<file path="src/rtl/add_seq_pkg.sv">
// Shared types and defaults for the multi-word add sequencer.
package add_seq_pkg;

    localparam int unsigned WORD_W_DEF    = 16;
    localparam int unsigned NUM_WORDS_DEF = 4;

    typedef enum logic [1:0] {
        IDLE = 2'd0,
        RUN  = 2'd1,
        DONE = 2'd2
    } state_e;

    // Word index width; never below one bit.
    function automatic int unsigned idx_width(input int unsigned n);
        return (n > 1) ? 32'($clog2(n)) : 32'd1;
    endfunction

endpackage

</file>
<file path="src/rtl/multiword_add_seq.sv">
// Sequences a wide add through an external WORD_W-bit adder slice, LSW first,
// chaining the carry between words and returning sum, carry-out and overflow.
module multiword_add_seq
    import add_seq_pkg::*;
#(
    parameter int unsigned WORD_W    = WORD_W_DEF,
    parameter int unsigned NUM_WORDS = NUM_WORDS_DEF
) (
    input  logic                        clk_in,
    input  logic                        rst_n_in,
    input  logic                        in_valid_in,
    output logic                        in_ready_out,
    input  logic [WORD_W*NUM_WORDS-1:0] a_in,
    input  logic [WORD_W*NUM_WORDS-1:0] b_in,
    input  logic                        c_in,
    output logic                        out_valid_out,
    input  logic                        out_ready_in,
    output logic [WORD_W*NUM_WORDS-1:0] sum_out,
    output logic                        c_out,
    output logic                        ovf_out,
    output logic [WORD_W-1:0]           add_a_out,
    output logic [WORD_W-1:0]           add_b_out,
    output logic                        add_c_out,
    input  logic [WORD_W-1:0]           add_s_in,
    input  logic                        add_c_in
);

    localparam int unsigned IDX_W = idx_width(NUM_WORDS);

    state_e state_q, state_d;

    logic [NUM_WORDS-1:0][WORD_W-1:0] a_q, b_q, sum_q;
    logic                             carry_q;
    logic [IDX_W-1:0]                 idx_q;
    logic                             c_q, ovf_q;
    logic                             accept;
    logic                             last_word;

    assign accept    = in_valid_in & in_ready_out;
    assign last_word = (idx_q == IDX_W'(NUM_WORDS - 1));

    always_ff @(posedge clk_in or negedge rst_n_in) begin
        if (!rst_n_in) begin
            state_q <= IDLE;
        end else begin
            state_q <= state_d;
        end
    end

    always_comb begin
        state_d = state_q;
        case (state_q)
            IDLE:    if (accept) state_d = RUN;
            RUN:     if (last_word) state_d = DONE;
            DONE:    if (out_ready_in) state_d = IDLE;
            default: state_d = IDLE;
        endcase
    end

    // Handshake and adder drive decode; adder inputs held at zero outside RUN.
    always_comb begin
        in_ready_out  = 1'b0;
        out_valid_out = 1'b0;
        add_a_out     = '0;
        add_b_out     = '0;
        add_c_out     = 1'b0;
        case (state_q)
            IDLE: in_ready_out = 1'b1;
            RUN: begin
                add_a_out = a_q[idx_q];
                add_b_out = b_q[idx_q];
                add_c_out = carry_q;
            end
            DONE:    out_valid_out = 1'b1;
            default: in_ready_out = 1'b0;
        endcase
    end

    always_ff @(posedge clk_in or negedge rst_n_in) begin
        if (!rst_n_in) begin
            a_q     <= '0;
            b_q     <= '0;
            sum_q   <= '0;
            carry_q <= 1'b0;
            idx_q   <= '0;
            c_q     <= 1'b0;
            ovf_q   <= 1'b0;
        end else begin
            case (state_q)
                IDLE: begin
                    if (accept) begin
                        a_q     <= a_in;
                        b_q     <= b_in;
                        carry_q <= c_in;
                        idx_q   <= '0;
                    end
                end
                RUN: begin
                    sum_q[idx_q] <= add_s_in;
                    carry_q      <= add_c_in;
                    idx_q        <= idx_q + IDX_W'(1);
                    // Overflow: operands agree in sign but the top slice result does not.
                    if (last_word) begin
                        c_q   <= add_c_in;
                        ovf_q <= (a_q[NUM_WORDS-1][WORD_W-1] == b_q[NUM_WORDS-1][WORD_W-1]) &
                                 (add_s_in[WORD_W-1] != a_q[NUM_WORDS-1][WORD_W-1]);
                    end
                end
                default: ;
            endcase
        end
    end

    assign sum_out = sum_q;
    assign c_out   = c_q;
    assign ovf_out = ovf_q;

endmodule
</file>
<file path="config.mk">
export PLATFORM = sky130hd
export DESIGN_NAME = multiword_add_seq
export DESIGN_NICKNAME = d
export VERILOG_FILES = /design/src/rtl/add_seq_pkg.sv /design/src/rtl/multiword_add_seq.sv
export SDC_FILE = /design/constraint.sdc
export NUM_CORES = 1
export LEC_CHECK = 0
export CORE_MARGIN = 3
export CORE_UTILIZATION = 40
export DETAILED_ROUTE_END_ITERATION = 16
export GPL_ROUTABILITY_DRIVEN = 0
export PLACE_DENSITY = 0.65
export RECOVER_POWER = 100
export SYNTH_ARGS = -nofsm -noshare
export SYNTH_HDL_FRONTEND = slang
export SYNTH_SLANG_ARGS = --single-unit
</file>
<file path="constraint.sdc">
create_clock -name clk_in -period 3.4 [get_ports clk_in]
set_clock_uncertainty 0.05 [all_clocks]
set_input_delay 0.51 -clock clk_in [delete_from_list [all_inputs] [get_ports clk_in]]
set_output_delay 0.51 -clock clk_in [all_outputs]
set_load 0.01 [all_outputs]
</file>
==> run metrics, run 1 <==
outcome complete, but fails checks; failing checks capacitance limit, slew limit; vias after detailed routing between 5000 and 6000; CP top delay family buffers and inverters; crit path DAT 2.57 ns; maximum single-stage delay on the critical path 0.60 ns; Detailed Routing Iterations Pass 1 4; TritonCTS clock tree done; initial antenna violation count 1; buffers and inverters on the worst path 2; number of synthesis warnings 0; final HPWL from detailed placement approximately 16 mm; filler instances 1763; Synth Net Count a little under 700; max-cap violations 2; number of nets in the finished design 925; H-Tree Depth 4; part of the power in the clock network 17.6%; via count of the first global-routing pass roughly 6100; # resized after CTS 0; clock period minus worst slack 3.13 ns; depth of the worst register-to-register path 3; area of the mapped netlist 8820 um^2; maximum number of pins on one net before global-route repair 73; hold-fix buffers at CTS 0; top library cells by usage in the layout, fill and taps aside dfrtp_1 (197), clkdlybuf4s50_1 (161), mux2_2 (105); Total Wirelength 21.7 mm; Hold Crit Start ovf_out$_DFFE_PN0P_; layout cell share with drive strength beyond 1 24.4%; gr ovfl total 0; Hold WC Path Type reg -> reg; Die Outline Area about 24000 um^2; CTS sink cnt 199; average wire per standard cell 20.5 um; total negative slack 0 ns; total power per unit cell area 958 nW/um^2; flip-flop and latch count after synthesis 199; fraction of synthesized cell area taken by the top area cell type 56.5%; clock latency reported for the late side of the worst-skew pair 0.43 ns; CP required 2.84 ns; total power draw 11.4 mW; Worst Hold Depth 2; post-DR vias/cell 4.99; sort of element at the start of the critical path flop; number of top-level pins 251; quantity of I/O buffers inserted on ports 250; Syn Area/Cell 17.0 um^2; starting utilization of the core area 41.3%; global-route wire length before repair 35.6 mm; layout overhead on the synthesized area 34.4%; highest-delay cell along the critical path dlygate4sd3_1; clk slew on worst S/H paths 0.08 ns; cts bufs inserted 17; Syn Inst Count 519; total leakage power 4.95 nW; setup slack of the most critical reg-to-reg path 0.55 ns; Worst Path Class, Setup reg -> out; highest net fanout along the worst path 17; count of routing violations after the opening detailed-route iteration 223; number of routed nets with antenna violations 0; CTS root buf clkbuf_16; worst path cell trace buf_12 -> mux4_2 -> and2_1 -> dlygate4sd3_1; RSZ-0062 raised after global routing no; Cell variety after synth 25; final max-slew violation count about 110; worst max-slew margin expressed relative to the limit -22.2%; sequential fraction of the synthesis area 56.5%; endpoints failing setup 0; GR Util All Layers 19.2%; drc violations 0; post-synth top area cell dfrtp_1; highest attainable clock frequency 0.319 GHz; die width 155 um; Rows 53; end point of the most critical hold path ovf_out$_DFFE_PN0P_; fraction of power spent switching nets 32.4%; largest cells by area after synthesis dfrtp_1 (56%), mux2_4 (15%), mux2_2 (13%); transition time at the pin with the least slew margin 1.83 ns; final period utilization just over 90%; terminus of the critical flop-to-flop path a_q[16]$_DFFE_PN0P_; switching power summed over all nets 3.68 mW; Max IR drop VDD 0.483 mV; fraction of power consumed by sequential logic 37.8%; core area 21400 um^2; type of element capturing the critical path output port; maximum count of clock buffers along a single path 2; height of the die 155 um; part of the total power dissipated in combinational logic between 40% and 50%; internal cell power roughly 7.7 mW; setup bufs post-CTS 0; Critical R2R Launch state_q[0]$_DFFE_PN0P_; most common cell after layout, fill and taps aside dfrtp_1; final hold violation count 0
==> metrics by stage <==
step                std cells  area [um^2]  util [%]  worst slack, ns  hold WS (ns)
floorplan                 519         8820         -             1.25         0.164
global placement         1027        11600      54.6            0.748         0.419
detailed placement       1027        11600      54.6            0.748         0.427
CTS                      1059        12200      57.3            0.265        0.0382
global route             1059        11900      55.5            0.132         0.457
finish                   1060        11900      55.5            0.267         0.439
==> cells in the mapped netlist <==
cell / n
dfrtp_1: 199
mux2_2: 105
mux2_4: 88
and2_1: 34
mux4_2: 32
buf_2: 13
buf_6: 9
clkbuf_1: 9
ha_1: 4
nand2_1: 4
o21ai_0: 4
inv_1: 3
nand2b_1: 2
nor2_1: 2
a21oi_1: 1
a221o_1: 1
and2b_1: 1
and3_1: 1
and3b_1: 1
buf_8: 1
nand2_2: 1
nand3_1: 1
nand3b_1: 1
o31ai_1: 1
or3b_1: 1
==> kinds of logic (layout without fill, tap and decap cells) <==
family	count (synthesis)	count (layout)	synth area share, %
buf+inv	35	300	2.57
other cells	0	1	0
fa+ha+maj	4	4	0.567
simple gates	49	49	3.38
compound gates	7	7	0.482
mux	225	225	36.6
flops	199	199	56.5
==> layer usage <==
| metal | vias to the layer above | routed length, um | global-route usage (%) |
|---|---|---|---|
| met5 | - | 12 | 0 |
| met4 | 2 | 240 | 4.33 |
| met3 | 19 | 1910 | 7.61 |
| met2 | 198 | 10100 | 29.5 |
| met1 | 2698 | 9430 | 25.8 |
| li1 | 2373 | - | - |
==> cell type report <==
class	instances	area [um^2]	area share, %
timing repair buffer	265	2630	22.2
antenna	1	2.50	0.0211
multi-input combinational	285	3300	27.9
clock inverter	15	155	1.31
inverter	3	11.3	0.0950
clock buffer	17	425	3.59
tap	275	344	2.90
sequential	199	4980	42.0
==> worst max-delay path by stage <==
stage / start / end / slack (ns) / depth (start not counted)
2_1_floorplan: idx_q[0]$_DFFE_PN0P_ / add_a_out[15] / 1.25 / 4
3_3_place_gp: idx_q[0]$_DFFE_PN0P_ / add_a_out[15] / 0.75 / 4
3_5_place_dp: idx_q[0]$_DFFE_PN0P_ / add_a_out[7] / 0.75 / 4
4_1_cts: idx_q[0]$_DFFE_PN0P_ / add_a_out[7] / 0.26 / 4
5_1_grt: idx_q[1]$_DFFE_PN0P_ / add_a_out[3] / 0.13 / 4
6_report: idx_q[0]$_DFFE_PN0P_ / add_b_out[12] / 0.27 / 4
==> power by group through the flow <==
stage	registers, mW	clock network (mW)	logic, mW
5_1_grt	4.46	2.14	5.49
2_1_floorplan	4.29	0	3.51
4_1_cts	4.35	2.05	6.00
3_3_place_gp	4.29	0	5.87
3_5_place_dp	4.37	0	5.96
6_report	4.29	1.99	5.07
==> worst reg2reg max path, delay by kind of cell (launching register included) <==
family	cells	cell delay (ns)
buffers and inverters	1	0.67
DFF	1	0.42
muxes	1	0.42
and+or+nand+nor	1	1.18
==> flip-flops by register name, summed over array words and instances (netlist names) <==
signal,cells
a_q,64
b_q,64
sum_out,64
idx_q,2
state_q,2
c_out,1
carry_q,1
ovf_out,1
No activity file was read; power rests on OpenSTA's default activity.
==> run 2, diff against run 1 <==
--- a/config.mk
+++ b/config.mk
@@ -5,11 +5,12 @@
 export SDC_FILE = /design/constraint.sdc
 export NUM_CORES = 1
 export LEC_CHECK = 0
+export ABC_AREA = 1
 export CORE_MARGIN = 3
-export CORE_UTILIZATION = 40
+export CORE_UTILIZATION = 24
 export DETAILED_ROUTE_END_ITERATION = 16
 export GPL_ROUTABILITY_DRIVEN = 0
-export PLACE_DENSITY = 0.65
+export PLACE_DENSITY = 0.42
 export RECOVER_POWER = 100
 export SYNTH_ARGS = -nofsm -noshare
 export SYNTH_HDL_FRONTEND = slang
==> run 2 against run 1 <==
The run still ends with capacitance limit, slew limit left. Design area rose by 2.7%. Worst hold slack got worse by 0.015 ns. Power fell by 0.53%. Sequential power fell by 9.1%. Sequential cell count did not move. Via count rose by 42%. Critical path type unchanged.
==> run metrics, run 2 <==
Critical R2R Launch state_q[0]$_DFFE_PN0P_; global-route wire length before repair 45.3 mm (+27%); average wire per standard cell 16.7 um (-18%); fraction of power consumed by sequential logic 34.5% (-3.3 points); number of top-level pins 251 (unchanged); post-DR vias/cell 4.29 (-14%); fraction of registers with async set or reset after synthesis 100% (unchanged); total leakage power 5.91 nW (+19%); clock period minus worst slack 3.03 ns (-0.101 ns); Max IR drop VDD 0.372 mV (-23%); Syn Area/Cell 8.33 um^2 (-51%); library cell with the highest instance count after synthesis nand2_1; Total Wirelength 29.2 mm (+35%); n_diodes 0 (-1); starting utilization of the core area 24.5% (-17 points); final period utilization 89.2% (-3.0 points); # resized after CTS 0 (unchanged); flip-flop cell with the highest count after synthesis dfrtp_1; final hold violation count 0 (unchanged); Synth Net Count 1207 (+79%); sequential fraction of the synthesis area 56.8% (+0.32 points); part of the power in the clock network 17.6% (about the same); Finished Layout Cells 1748 (+65%); start point of the critical path idx_q[0]$_DFFE_PN0P_; maximum count of clock buffers along a single path 2 (unchanged); post-placement cell count 1717 (+67%); number of synthesis warnings 0 (unchanged); maximum number of pins on one net before global-route repair 95 (+30%); count of flip-flops with a built-in enable after synthesis 0 (unchanged); via count of the first global-routing pass 7604 (+24%); internal cell power 6.74 mW (-12%); total power per unit cell area 928 nW/um^2 (-3.2%); Fin Hold WS 0.424 ns (-0.0147 ns); area of the mapped netlist 8770 um^2 (-0.57%); flip-flop and latch count after synthesis 199 (unchanged); Hold Crit Start c_out$_DFFE_PN0P_; worst max-slew margin expressed relative to the limit -47.0% (-25 points); hold-fix buffers at CTS 0 (unchanged); layout cell share with drive strength beyond 1 4.20% (-20 points); part of the total power dissipated in combinational logic 47.9% (+3.3 points); GR Util All Layers 15.1% (-4.1 points); endpoints failing setup 0 (unchanged); maximum single-stage delay on the critical path 0.64 ns (+0.04 ns); failing checks capacitance limit, slew limit; max-cap violations 2 (unchanged); outcome complete, but fails checks; total negative slack 0 ns (unchanged); fraction of synthesized cell area taken by the top area cell type 56.8% (+0.32 points); transition time at the pin with the least slew margin 2.20 ns (+0.372 ns); setup bufs post-CTS 0 (unchanged); largest cells by area after synthesis dfrtp_1 (57%), a21oi_1 (9.1%), nand2_1 (8.6%); total power draw 11.3 mW (-0.53%); crit path DAT 2.47 ns (-0.10 ns); Syn Inst Count 1053 (+100%); final HPWL from detailed placement 20.7 mm (+32%); worst setup timing slack at the placement stage 0.913 ns (+0.165 ns); Worst Path Class, Setup reg -> out; final max-slew violation count 174 (+66%); CP required 2.84 ns (about the same); top library cells by usage in the layout, fill and taps aside nand2_1 (205), dfrtp_1 (197), a21oi_1 (160); TritonCTS clock tree done; fraction of power spent switching nets 40.3% (+7.9 points); post-synth top area cell dfrtp_1; Hold WC Path Type reg -> reg; sort of element at the start of the critical path flop; Rows 69 (+30%); number of routed nets with antenna violations 0 (unchanged); area of all placed cells without fillers 12200 um^2 (+2.7%); drc violations 0 (unchanged); count of routing violations after the opening detailed-route iteration 354 (+59%); least setup slack across all paths after layout 0.368 ns (+0.101 ns); highest net fanout along the worst path 68 (+51); clock latency reported for the late side of the worst-skew pair 0.44 ns (about the same); Cell variety after synth 20 (-20%); vias after detailed routing 7502 (+42%); Die Outline Area 38900 um^2 (+63%); CTS root buf clkbuf_16; gr ovfl total 0 (unchanged); highest attainable clock frequency 0.330 GHz (+3.3%); type of element capturing the critical path output port; Commonest cells post-synth nand2_1 (201), dfrtp_1 (199), a21oi_1 (160), inv_1 (149), nor2_1 (130); CTS sink cnt 199 (unchanged); RSZ-0062 raised after global routing no; layout overhead on the synthesized area 38.8%; number of nets in the finished design 1429 (+54%); Placed Area 11700 um^2 (+0.18%); CP top delay family buffers and inverters; share of the core filled with cells 34.0% (-22 points); quantity of I/O buffers inserted on ports 250 (unchanged); H-Tree Depth 4 (unchanged); worst path cell trace buf_4 -> nand2_1 -> nand3_1 -> a21oi_1 -> dlygate4sd3_1; Detailed Routing Iterations Pass 1 5 (+1); highest-delay cell along the critical path dlygate4sd3_1; cts bufs inserted 17 (unchanged); most common cell after layout, fill and taps aside nand2_1; buffers and inverters on the worst path 2 (unchanged); clk slew on worst S/H paths 0.08 ns (about the same); height of the die 197 um (+28%); die width 197 um (+28%); core area 35800 um^2 (+68%); initial antenna violation count 3 (+2); switching power summed over all nets 4.56 mW (+24%)
[run 2: path summary, 6_finish.rpt]
| kind | end | slack, ns | cells after the start |
|---|---|---|---|
| worst max register to register | a_q[14]$_DFFE_PN0P_ | 0.57 | 5 |
| min in group asynchronous | sum_out[50]$_DFFE_PN0P_ | 0.65 | 1 |
| worst min register to register | c_out$_DFFE_PN0P_ | 0.42 | 2 |
| worst max-delay path | add_a_out[13] | 0.37 | 5 |
| worst min-delay path | c_out$_DFFE_PN0P_ | 0.42 | 2 |
| max in group asynchronous | a_q[4]$_DFFE_PN0P_ | 0.88 | 2 |
[run 2: cells by family (layout without fill, tap and decap cells)]
| logic type | after synthesis | after routing | share of synthesized area [%] |
|---|---|---|---|
| AND/OR/NAND/NOR | 406 | 406 | 18.8 |
| AO/OA/AOI/OAI | 230 | 230 | 13.2 |
| adder cells (fa/ha/maj) | 4 | 4 | 0.571 |
| buffers and inverters | 214 | 448 | 10.7 |
| flip-flops | 199 | 199 | 56.8 |
[run 2: metal layers]
metal / part of all wire [%] / track usage (%)
met1: 51 / 22.3
met2: 43 / 22.1
met3: 5.5 / 4.25
met4: 0.27 / 3.25
met5: 0.14 / 0
[run 2: cell type report]
cell class	count	area [um^2]
Multi-Input combinational cell	640	2830
Inverter	150	564
Tap cell	461	577
Sequential cell	199	4980
Fill cell	3854	23700
Timing Repair Buffer	267	2660
Clock inverter	11	100
Clock buffer	20	457
[run 2: power by group through the flow]
stage,Combinational [mW],Sequential (mW),Clock (mW)
finish,5.41,3.90,1.99
global route,6.12,4.03,2.17
CTS,5.90,3.92,2.07
detailed placement,5.88,3.97,0
global placement,5.86,3.95,0
floorplan,3.07,4.09,0
[run 2: worst min-delay path, cell delays in order, from the launching register on]
cell     delay [ns]
dfrtp_1        0.34
nand2_1        0.05
o21ai_0        0.05
==> run 3, diff against run 2 <==
--- a/config.mk
+++ b/config.mk
@@ -7,10 +7,10 @@
 export LEC_CHECK = 0
 export ABC_AREA = 1
 export CORE_MARGIN = 3
-export CORE_UTILIZATION = 24
+export CORE_UTILIZATION = 52
 export DETAILED_ROUTE_END_ITERATION = 16
 export GPL_ROUTABILITY_DRIVEN = 0
-export PLACE_DENSITY = 0.42
+export PLACE_DENSITY = 0.82
 export RECOVER_POWER = 100
 export SYNTH_ARGS = -nofsm -noshare
 export SYNTH_HDL_FRONTEND = slang
==> run 3 against run 2 <==
The flow still finishes with violations (capacitance limit, slew limit). Clock power is 13% higher. Global-route usage is 11 points higher. Via count is 3.1% higher. Worst hold slack better by 0.0036 ns. Die area is 53% lower. Combinational power is 1% lower. Maximum frequency is 5.8% lower. Power is 1.9% higher. Non-clock buffer count is 6 lower. Design area is 2.1% lower. Setup slack worse by 0.19 ns. Largest cell class unchanged.
==> run metrics, run 3 (synthesis results as in run 2) <==
total power per unit cell area 965 nW/um^2 (+4.0%); terminus of the critical flop-to-flop path a_q[48]$_DFFE_PN0P_; final period utilization 94.7% (+5.5 points); layout overhead on the synthesized area 35.9%; CTS sink cnt 199 (unchanged); average wire per standard cell 16.0 um (-4.3%); post-DR vias/cell 5.15 (+20%); H-Tree Depth 4 (unchanged); hold-fix buffers at CTS 0 (unchanged); quantity of I/O buffers inserted on ports 250 (unchanged); Max IR drop VDD 0.452 mV (+22%); gr ovfl total 0 (unchanged); final HPWL from detailed placement 16.4 mm (-21%); least setup slack across all paths after layout 0.180 ns (-0.187 ns); RSZ-0062 raised after global routing no; worst path cell trace inv_2 -> buf_4 -> nand2_1 -> nand3_1 -> a21oi_1 -> clkdlybuf4s50_1; maximum count of clock buffers along a single path 2 (unchanged); clk slew on worst S/H paths 0.07 ns (about the same); crit path DAT 2.66 ns (+0.19 ns); top library cells by usage in the layout, fill and taps aside nand2_1 (205), dfrtp_1 (198), a21oi_1 (160); number of top-level pins 251 (unchanged); number of nets in the finished design 1423 (-0.42%); start point of the critical path idx_q[0]$_DFFE_PN0P_; depth of the worst register-to-register path 5 (unchanged); Critical R2R Launch state_q[0]$_DFFE_PN0P_; worst setup timing slack at the placement stage 0.747 ns (-0.166 ns); setup bufs post-CTS 0 (unchanged); worst max-slew margin expressed relative to the limit -13.8% (+33 points); type of element capturing the critical path output port; Sequential Area 4980 um^2 (about the same); number of routed nets with antenna violations 0 (unchanged); GR Util All Layers 25.9% (+11 points); CTS root buf clkbuf_16; global routing met2 resource utilization 41.3% (+19 points); Die Outline Area 18500 um^2 (-53%); endpoints failing setup 0 (unchanged); core area 16200 um^2 (-55%); total leakage power 5.91 nW (about the same); highest attainable clock frequency 0.311 GHz (-5.8%); total power draw 11.5 mW (+1.9%); multi-input combinational cell area 2830 um^2 (-0.18%); most common cell after layout, fill and taps aside nand2_1; final max-slew violation count 165 (-5.2%); drc violations 0 (unchanged); cts bufs inserted 17 (unchanged); clock latency reported for the late side of the worst-skew pair 0.42 ns (-0.02 ns); global-route wire length before repair 37.6 mm (-17%); maximum single-stage delay on the critical path 0.54 ns (-0.10 ns); filler instances 1224 (-68%); setup slack of the most critical reg-to-reg path 0.53 ns (-0.04 ns); CP required 2.84 ns (about the same); layer with the highest usage after global routing met2; Hold WC Path Type reg -> reg; height of the die 136 um (-31%); critical path endpoint add_a_out[9]; Detailed Routing Iterations Pass 1 5 (unchanged); transition time at the pin with the least slew margin 1.70 ns (-0.504 ns); maximum number of pins on one net before global-route repair 99 (+4.2%); clock period minus worst slack 3.22 ns (+0.187 ns); Total Wirelength 24.0 mm (-18%); starting utilization of the core area 54.2% (+30 points); total negative slack 0 ns (unchanged); vias after detailed routing 7733 (+3.1%); outcome complete, but fails checks; layout cell share with drive strength beyond 1 3.67% (-0.53 points); CP top delay family buffers and inverters; share of the core filled with cells 73.7% (+40 points); failing checks capacitance limit, slew limit; TritonCTS clock tree done; die width 136 um (-31%); initial antenna violation count 2 (-1); count of cell instances traversed by the critical path 6 (+1); Fin Hold WS 0.428 ns (+0.00356 ns); Worst Path Class, Setup reg -> out; met3 track demand over resource 5.70% (+1.5 points); highest net fanout along the worst path 43 (-37%); # resized after CTS 0 (unchanged); final hold violation count 0 (unchanged); count of routing violations after the opening detailed-route iteration 651 (+84%); via count of the first global-routing pass 7563 (-0.54%); met1 capacity usage during global routing 34.5% (+12 points); sort of element at the start of the critical path flop; highest-delay cell along the critical path inv_2; Rows 46 (-33%); max-cap violations 2 (unchanged); buffers and inverters on the worst path 3 (+1)
[run 3: cell count changes in the layout (fill, tap and decap cells not counted), moves of 3 or more]
cell	delta
bufinv_16	+4
dlygate4sd3_1	-11
clkinv_2	-4
diode_2	+3
clkdlybuf4s50_1	+11
buf_4	-6
[run 3: stage by stage]
step | cell area [um^2] | instances
after global routing | 11900 | 1500
after detailed placement | 11300 | 1466
after global placement | 11300 | 1466
after CTS | 12000 | 1498
after floorplan | 8770 | 1053
final | 11900 | 1501
[run 3: worst reg2reg max path, stage by stage (launching register included)]
cell and delay [ns]:
dfrtp_1 0.47, nor2_4 0.06, nand2_2 1.19, clkbuf_4 0.76, nor2_1 0.11, a21oi_1 0.15
[run 3: power by group]
group          internal (mW)  leakage [nW]  total, mW  switching [mW]
Sequential              3.51          2.26       3.92           0.410
Clock                   1.37         0.317       2.24           0.869
Combinational           2.19          3.33       5.34            3.15
[run 3: worst min path at each step]
stage | cells after the start | start | end
floorplan | 0 | rst_n_in | a_q[0]$_DFFE_PN0P_
global placement | 2 | ovf_out$_DFFE_PN0P_ | ovf_out$_DFFE_PN0P_
detailed placement | 2 | ovf_out$_DFFE_PN0P_ | ovf_out$_DFFE_PN0P_
CTS | 1 | rst_n_in | sum_out[19]$_DFFE_PN0P_
global route | 2 | ovf_out$_DFFE_PN0P_ | ovf_out$_DFFE_PN0P_
finish | 2 | ovf_out$_DFFE_PN0P_ | ovf_out$_DFFE_PN0P_
[run 3: final cells by class]
cell class | count | share of cell area [%]
Antenna cell | 3 | 0.0630
Clock buffer | 22 | 3.98
Clock inverter | 10 | 1.61
Inverter | 150 | 4.74
Multi-Input combinational cell | 640 | 23.7
Sequential cell | 199 | 41.8
Tap cell | 216 | 2.27
Timing Repair Buffer | 261 | 21.9
[run 3: routing by layer]
metal	part of all wire (%)	routed length [um]	vias up
met5	0	0	-
met4	2.8	665	0
met3	8.7	2100	57
met2	47	11200	368
met1	42	10100	3590
li1	-	-	3718
